File: src/rtl/mips_run_monitor.sv
// mips_run_monitor: cycle/instruction/store counters with a sticky PASS/FAIL/TIMEOUT verdict; STORE_LOG_EN adds a circular store log
module mips_run_monitor #(
    parameter int          CNT_W        = 16,
    parameter int          LIMIT        = 200,
    parameter logic [31:0] PASS_ADDR    = 32'd84,
    parameter logic [31:0] PASS_DATA    = 32'd7,
    parameter logic [31:0] ALLOW_ADDR   = 32'd80,
    parameter logic [31:0] REPEAT_INSTR = 32'h00000020,
    parameter int          LOG_DEPTH    = 4
) (
    input  logic                         clk,
    input  logic                         reset,
    input  logic [31:0]                  instr,
    input  logic                         memwrite,
    input  logic [31:0]                  dataadr,
    input  logic [31:0]                  writedata,
    input  logic [$clog2(LOG_DEPTH)-1:0] log_idx,
    output logic                         done,
    output logic                         pass,
    output logic [1:0]                   status,
    output logic [CNT_W-1:0]             cyc_cnt,
    output logic [CNT_W-1:0]             instr_cnt,
    output logic [CNT_W-1:0]             store_cnt,
    output logic [31:0]                  fail_addr,
    output logic [31:0]                  fail_data,
    output logic [31:0]                  log_addr,
    output logic [31:0]                  log_data,
    output logic [$clog2(LOG_DEPTH):0]   log_cnt
);
    localparam int LW = $clog2(LOG_DEPTH);

    typedef enum logic [1:0] {RUN = 2'b00, PASS = 2'b01, FAIL = 2'b10, TIMEOUT = 2'b11} state_t;

    state_t            state_q, state_d;
    logic [CNT_W-1:0]  cyc_q, cyc_d, icnt_q, icnt_d, scnt_q, scnt_d;
    logic [31:0]       last_instr_q, last_instr_d, fail_addr_q, fail_addr_d, fail_data_q, fail_data_d;

    function automatic logic [CNT_W-1:0] sat_inc(input logic [CNT_W-1:0] v);
        return &v ? v : v + 1'b1;
    endfunction

    // Next-state and counter updates; everything holds once a verdict is reached
    always_comb begin
        state_d      = state_q;
        cyc_d        = cyc_q;
        icnt_d       = icnt_q;
        scnt_d       = scnt_q;
        last_instr_d = last_instr_q;
        fail_addr_d  = fail_addr_q;
        fail_data_d  = fail_data_q;
        if (state_q == RUN) begin
            cyc_d        = sat_inc(cyc_q);
            icnt_d       = (instr == REPEAT_INSTR || instr != last_instr_q) ? sat_inc(icnt_q) : icnt_q;
            last_instr_d = instr;
            if (memwrite) begin
                scnt_d = sat_inc(scnt_q);
                if (dataadr == PASS_ADDR && writedata == PASS_DATA) begin
                    state_d = PASS;
                end else if (dataadr != ALLOW_ADDR) begin
                    state_d     = FAIL;
                    fail_addr_d = dataadr;
                    fail_data_d = writedata;
                end
            end
            if (state_d == RUN && cyc_d == CNT_W'(LIMIT))
                state_d = TIMEOUT;
        end
    end

    // Verdict and counter registers
    always_ff @(posedge clk or posedge reset) begin
        if (reset) begin
            state_q      <= RUN;
            cyc_q        <= '0;
            icnt_q       <= '0;
            scnt_q       <= '0;
            last_instr_q <= '0;
            fail_addr_q  <= '0;
            fail_data_q  <= '0;
        end else begin
            state_q      <= state_d;
            cyc_q        <= cyc_d;
            icnt_q       <= icnt_d;
            scnt_q       <= scnt_d;
            last_instr_q <= last_instr_d;
            fail_addr_q  <= fail_addr_d;
            fail_data_q  <= fail_data_d;
        end
    end

    assign status    = state_q;
    assign done      = state_q != RUN;
    assign pass      = state_q == PASS;
    assign cyc_cnt   = cyc_q;
    assign instr_cnt = icnt_q;
    assign store_cnt = scnt_q;
    assign fail_addr = fail_addr_q;
    assign fail_data = fail_data_q;

`ifdef STORE_LOG_EN
    logic [LOG_DEPTH-1:0][31:0] la_q, la_d, ld_q, ld_d;
    logic [LW-1:0]              wp_q, wp_d, rd_ptr;
    logic [LW:0]                lc_q, lc_d;

    // Append every RUN-state store, including the terminating one
    always_comb begin
        la_d = la_q;
        ld_d = ld_q;
        wp_d = wp_q;
        lc_d = lc_q;
        if (state_q == RUN && memwrite) begin
            la_d[wp_q] = dataadr;
            ld_d[wp_q] = writedata;
            wp_d       = wp_q + 1'b1;
            lc_d       = (lc_q == (LW+1)'(LOG_DEPTH)) ? lc_q : lc_q + 1'b1;
        end
    end

    // Log storage registers
    always_ff @(posedge clk or posedge reset) begin
        if (reset) begin
            la_q <= '0;
            ld_q <= '0;
            wp_q <= '0;
            lc_q <= '0;
        end else begin
            la_q <= la_d;
            ld_q <= ld_d;
            wp_q <= wp_d;
            lc_q <= lc_d;
        end
    end

    assign rd_ptr   = wp_q - 1'b1 - log_idx;
    assign log_addr = ({1'b0, log_idx} < lc_q) ? la_q[rd_ptr] : '0;
    assign log_data = ({1'b0, log_idx} < lc_q) ? ld_q[rd_ptr] : '0;
    assign log_cnt  = lc_q;
`else
    logic unused_log_idx;
    assign unused_log_idx = ^log_idx;
    assign log_addr = '0;
    assign log_data = '0;
    assign log_cnt  = '0;
`endif
endmodule

File: config.mk
export PLATFORM = sky130hd
export DESIGN_NAME = mips_run_monitor
export DESIGN_NICKNAME = d
export VERILOG_FILES = /design/src/rtl/mips_run_monitor.sv
export SDC_FILE = /design/constraint.sdc
export NUM_CORES = 1
export LEC_CHECK = 0
export CORE_UTILIZATION = 27
export DETAILED_ROUTE_END_ITERATION = 7
export GPL_TIMING_DRIVEN = 0
export PLACE_DENSITY = 0.65
export SLEW_MARGIN = 20
export SYNTH_ARGS = -nofsm -noshare
export SYNTH_HDL_FRONTEND = slang
export SYNTH_SLANG_ARGS = --single-unit
File: constraint.sdc
create_clock -name clk -period 8.5 [get_ports clk]
set_input_delay 1.7 -clock clk [delete_from_list [all_inputs] [get_ports clk]]
set_output_delay 1.7 -clock clk [all_outputs]
set_load 0.01 [all_outputs]
==> flow_summary.json, run 1 <==
{
  "start_util": 0.274,
  "yosysTopAreaCellShare": 0.497,
  "crit_path_start_kind": "input port",
  "cp_num_buf_inv": 2,
  "die_y_um": 167,
  "ioPinCount": 284,
  "num_rows": 60,
  "yosysTopAreaCell": "dfrtp_1",
  "dp_hpwl_um": 14400,
  "synth_common_cells": "dfrtp_1, mux2_2, buf_4, xor2_1, nor4_1",
  "critPathTopFamily": "simple AND/OR/NAND/NOR gates",
  "worst_pin_slew_ns": 0.631,
  "clkPwrFrac": 0.478,
  "yosysMostFrequentCell": "dfrtp_1",
  "portBuffers": 214,
  "slowest_delay_ns": 0.52,
  "die_area_um2": 27900,
  "overflow": 0,
  "drive_gt1_frac": 0.242,
  "totalWireLength_um": 18900,
  "drt_first_pass_iters": 4,
  "coreArea_um2": 26800,
  "end_kind": "flop",
  "cts_tree": "done",
  "fin_crit_ns": 3.87,
  "numCtsBuffers": 17,
  "ys_ff_latch": 146,
  "grt.total_usage": 0.140,
  "max_freq_mhz": 259,
  "clk_path_buf_depth": 2,
  "p_int_w": 0.00120,
  "cts.sinks": 146,
  "crit_arrival_ns": 4.16,
  "post_cts_buffers": 0,
  "p_comb_frac": 0.078,
  "cts_hold_buf": 0,
  "grt_max_degree": 75,
  "path_cells": "clkdlybuf4s50_1 > nor4_1 > nand3_1 > nor4_2 > o21ai_2 > nand3_4 > buf_6 > mux2_2",
  "r2r_slack_ns": 6.22,
  "ys_types": 48,
  "first_iter_violations": 236,
  "maxCapViolations": 0,
  "worst-setup-path-type": "input port to flop",
  "viasPerCell": 4.31,
  "switching_share": 0.235,
  "die_w_um": 167,
  "post_cts_resized": 0,
  "syn-cell-area_um2": 7350,
  "utilization": 0.402,
  "grt_pass1_vias": 5477,
  "synth-edff-count": 0,
  "powerDensity_nw_per_um2": 145,
  "wire_per_inst_um": 15.0,
  "slowest_stage": "nor4_1",
  "rsz0062_at_grt": "no",
  "seqPwrFrac": 0.444,
  "skew_ns": 0.0100,
  "syn_to_final_growth_pct": 46.7,
  "grt_pass1_wl_um": 30400,
  "clock-root-buffer": "clkbuf_16",
  "hold_path_class": "flop to flop",
  "ys_seq_area_frac": 0.497,
  "cp.required_ns": 8.79,
  "crit_fanout": 10,
  "nNetsFinal": 1012,
  "avgSynthCellArea_um2": 12.1,
  "gp_congestion": 0.846,
  "leakagePower_nw": 4.95,
  "vdd_drop_max_mv": 0.0994,
  "finalMaxSlewViolations": 0,
  "htree_levels": 4,
  "antenna_found_initial": 0,
  "route.detailed.drc": 0,
  "finalSetupTns_ns": 0,
  "synthArstFlopShare": 1.00,
  "num_vias": 5441,
  "outcome": "completed",
  "clk_pin_slew_worst_paths_ns": 0.06,
  "period_share": 0.455,
  "ant_nets": 0,
  "ys_warn_count": 0,
  "synth_cells": 608,
  "slew_headroom": 0.580,
  "synth_area_leaders": "dfrtp_1, mux2_2, buf_4",
  "hold_ws_ns": 0.490,
  "clkLatencyLatePin_ns": 0.41,
  "finalHoldViolCount": 0,
  "n_antenna_cell": 0,
  "synth_top_flop_cell": "dfrtp_1",
  "finalSetupViolCount": 0,
  "power.switching_w": 0.000367
}
[power by group through the flow]
stage	clock network [W]	logic, W	registers [W]
after global placement	0	0.000120	0.000708
after CTS	0.000779	0.000123	0.000694
final	0.000748	0.000122	0.000695
after floorplan	0	0.0000546	0.000708
after global routing	0.000813	0.000133	0.000694
after detailed placement	0	0.000122	0.000708
[worst paths after layout]
kind,cells after the start,from,to
worst min register to register,1,instr_cnt[10],instr_cnt[10]
min in group asynchronous,2,reset,fail_data[21]
worst max register to register,4,status[1],last_instr_q[17]
worst min-delay path,1,instr_cnt[10],instr_cnt[10]
worst max-delay path,8,writedata[28],fail_addr[3]
max in group asynchronous,3,reset,cyc_cnt[14]
[layer usage]
metal | vias to the layer above | global-route usage | part of all wire | wire length, um
met1 | 2601 | 0.176 | 0.44 | 8350
met4 | 0 | 0.0274 | 0.0041 | 78
met5 | - | 0 | 0 | 0
met2 | 195 | 0.234 | 0.49 | 9230
met3 | 7 | 0.0449 | 0.065 | 1220
li1 | 2638 | - | - | -
[cell usage in the layout, fill, tap and decap left out, types with 4 or more instances in the layout]
| master | Yosys | routed |
|---|---|---|
| nor4_1 | 32 | 32 |
| inv_1 | 9 | 8 |
| dfrtp_1 | 146 | 146 |
| nand3_1 | 22 | 22 |
| nor2_1 | 19 | 19 |
| a31oi_1 | 6 | 6 |
| buf_2 | 4 | 4 |
| mux2_2 | 81 | 81 |
| clkbuf_16 | 0 | 17 |
| clkinv_4 | 0 | 4 |
| xor2_1 | 47 | 47 |
| clkinvlp_4 | 0 | 4 |
| clkdlybuf4s50_1 | 0 | 214 |
| nand4_1 | 20 | 20 |
| nor4b_1 | 5 | 5 |
| buf_4 | 68 | 68 |
| nor3_1 | 11 | 11 |
| buf_6 | 6 | 6 |
| nand2_1 | 26 | 26 |
| conb_1 | 1 | 67 |
| mux2_4 | 20 | 20 |
| a21oi_1 | 5 | 5 |
| nand2b_1 | 4 | 4 |
| nor4_2 | 5 | 5 |
| xnor2_1 | 26 | 26 |
| and3_1 | 9 | 9 |
[flip-flops by register name, summed over array words and instances, names as in the netlist]
register      flops
instr_cnt        16
fail_addr        32
last_instr_q     32
status            2
store_cnt        16
cyc_cnt          16
fail_data        32
[kinds of logic after synthesis]
kind of cell,Yosys count,synth area share
xor gates and xnor gates,73,0.0870
adders and majority gates,3,0.00511
AOI/OAI and AO/OA,22,0.0191
DFF,146,0.497
buffers and inverters,92,0.0885
and+or+nand+nor,169,0.137
other,1,0.000510
muxes,102,0.166
[through the flow]
step | instance area, um2 | cells | setup WS [ns] | total power [W]
2_1_floorplan | 7600 | 674 | 2.88 | 0.000763
3_3_place_gp | 10200 | 1229 | 0.479 | 0.000828
3_5_place_dp | 10200 | 1230 | 4.06 | 0.000830
4_1_cts | 10800 | 1261 | 4.51 | 0.00160
5_1_grt | 10800 | 1261 | 4.46 | 0.00164
6_report | 10800 | 1261 | 4.63 | 0.00157
[final cells by class]
type,instances,area (um2)
timing repair buffer,215,2170
clock buffer,18,429
clock inverter,13,154
fill,2587,16000
sequential,146,3650
buffer,83,617
tap,341,427
multi-input combinational,436,3290
inverter,9,41.3
(Power assumes the default switching activity.)
==> run 2: changes to the inputs <==
--- a/config.mk
+++ b/config.mk
@@ -8,7 +8,7 @@
 export CORE_UTILIZATION = 27
 export DETAILED_ROUTE_END_ITERATION = 7
 export GPL_TIMING_DRIVEN = 0
-export PLACE_DENSITY = 0.65
+export PLACE_DENSITY = 0.67
 export SLEW_MARGIN = 20
 export SYNTH_ARGS = -nofsm -noshare
 export SYNTH_HDL_FRONTEND = slang
==> constraint.sdc (replaced) <==
create_clock -name clk -period 3.3 [get_ports clk]
set_input_delay 0.66 -clock clk [delete_from_list [all_inputs] [get_ports clk]]
set_output_delay 0.66 -clock clk [all_outputs]
set_load 0.01 [all_outputs]
==> run 2 against run 1 <==
Cell count increased by 0.24%; clock-buffer cell count increased by 1; design area increased by 0.60%; setup slack got worse by 4.3 ns; global-route usage increased by 0.077 points; sequential power increased to 2.6 times the previous value; highest routed layer unchanged.
==> flow_summary.json, run 2 (synthesis gave the netlist of run 1 again) <==
{
  "cts.sinks": 146,
  "slew_headroom": 0.517,
  "clock-root-buffer": "clkbuf_16",
  "die_area_um2": 27900,
  "cts_hold_buf": 0,
  "route.detailed.drc": 0,
  "final_common_cell": "clkdlybuf4s50_1",
  "vdd_drop_max_mv": 0.239,
  "end_kind": "flop",
  "worstHoldStart": "instr_cnt[10]",
  "totalWireLength_um": 19200,
  "cp_num_buf_inv": 2,
  "wire_per_inst_um": 15.2,
  "worst-path-stages": 8,
  "grt.total_usage": 0.140,
  "n_antenna_cell": 0,
  "slowest_delay_ns": 0.64,
  "clk_path_buf_depth": 2,
  "num_vias": 5501,
  "worst-setup-path-type": "input port to flop",
  "r2r_cells": 7,
  "grt_pass1_wl_um": 30500,
  "numCtsBuffers": 17,
  "cts_tree": "done",
  "crit_path_end": "fail_data[28]",
  "startpoint": "writedata[25]",
  "first_iter_violations": 187,
  "drt_first_pass_iters": 6,
  "skew_ns": 0.00595,
  "post_cts_buffers": 0,
  "finalSetupViolCount": 0,
  "crit_path_start_kind": "input port",
  "powerDensity_nw_per_um2": 379,
  "syn_to_final_growth_pct": 47.6,
  "r2r_slack_ns": 1.04,
  "finalHoldViolCount": 0,
  "worst_pin_slew_ns": 0.723,
  "start_util": 0.274,
  "portBuffers": 214,
  "finalMaxSlewViolations": 0,
  "rsz0062_at_grt": "no",
  "ant_nets": 0,
  "place_ws_ns": -0.134,
  "htree_levels": 4,
  "clk_pin_slew_worst_paths_ns": 0.07,
  "nNetsFinal": 1015,
  "leakagePower_nw": 4.99,
  "dp_hpwl_um": 14700,
  "r2r_start": "last_instr_q[1]",
  "die_y_um": 167,
  "maxCapViolations": 0,
  "antenna_found_initial": 0,
  "max_freq_mhz": 338,
  "coreArea_um2": 26800,
  "num_rows": 60,
  "grt_max_degree": 33,
  "overflow": 0,
  "period_share": 0.897,
  "grt_pass1_vias": 5444,
  "hold_path_class": "flop to flop",
  "outcome": "completed",
  "crit_arrival_ns": 3.26,
  "r2r-end": "instr_cnt[9]",
  "path_cells": "clkdlybuf4s50_1 > nor4_1 > nand3_1 > nor4_2 > o21ai_2 > nand3_4 > buf_6 > mux2_2",
  "utilization": 0.405,
  "setup_slack_ns": 0.339,
  "critPathTopFamily": "simple AND/OR/NAND/NOR gates",
  "clkLatencyLatePin_ns": 0.42,
  "numPlacedInstances": 1233,
  "post_cts_resized": 0,
  "ioPinCount": 284,
  "final_cells": 1264,
  "drive_gt1_frac": 0.246,
  "fin_crit_ns": 2.96,
  "most-common-layout-cells": "clkdlybuf4s50_1, dfrtp_1, mux2_2",
  "crit_fanout": 10,
  "viasPerCell": 4.35,
  "die_w_um": 167,
  "cp.required_ns": 3.60,
  "gp_congestion": 0.864,
  "slowest_stage": "nor4_1"
}
[run 2: cell count changes in the layout (fill, tap and decap cells not counted)]
cell,change
clkinv_4,-4
inv_8,-1
inv_6,+4
buf_12,+4
clkbuf_1,-1
buf_16,-1
clkbuf_8,+2
[run 2: per-layer routing]
metal | vias up | global-route usage | routed length, um
li1 | 2628 | - | -
met1 | 2651 | 0.179 | 8640
met2 | 203 | 0.224 | 8870
met3 | 19 | 0.0452 | 1380
met4 | 0 | 0.0463 | 325
met5 | - | 0 | 0
[run 2: worst min-delay path by stage]
stage                             to  slack [ns]  cells past startpoint
floorplan           last_instr_q[29]        0.50                      1
global placement       instr_cnt[10]        0.48                      1
detailed placement     instr_cnt[10]        0.48                      1
CTS                    instr_cnt[10]        0.49                      1
global route           fail_data[27]        0.51                      1
finish                 instr_cnt[10]        0.49                      1
[run 2: per-stage QoR]
stage          hold WS (ns)  power (W)  setup TNS [ns]  instance area [um2]
2_1_floorplan         0.501    0.00196               0                 7600
3_3_place_gp          0.477    0.00213          -94.16                10200
3_5_place_dp          0.477    0.00215           -5.83                10300
4_1_cts               0.495    0.00419               0                10900
5_1_grt               0.508    0.00429               0                10900
6_report              0.487    0.00411               0                10900
[run 2: layout make-up]
class / count / area, um2
multi-input cells: 436 / 3290
flip-flops and latches: 146 / 3650
clock inverters: 12 / 146
fillers: 2569 / 16000
inverters: 9 / 37.5
repair buffers: 218 / 2220
clock buffers: 19 / 453
well taps: 341 / 427
plain buffers: 83 / 617
[run 2: where the power goes]
group	total, W	switching, W	internal (W)	leakage (nW)
combinational	0.000323	0.000144	0.000178	2.72
clock	0.00200	0.000829	0.00117	0.286
sequential	0.00179	0.000000000000138	0.00179	1.98
total	0.00411	0.000973	0.00314	4.99
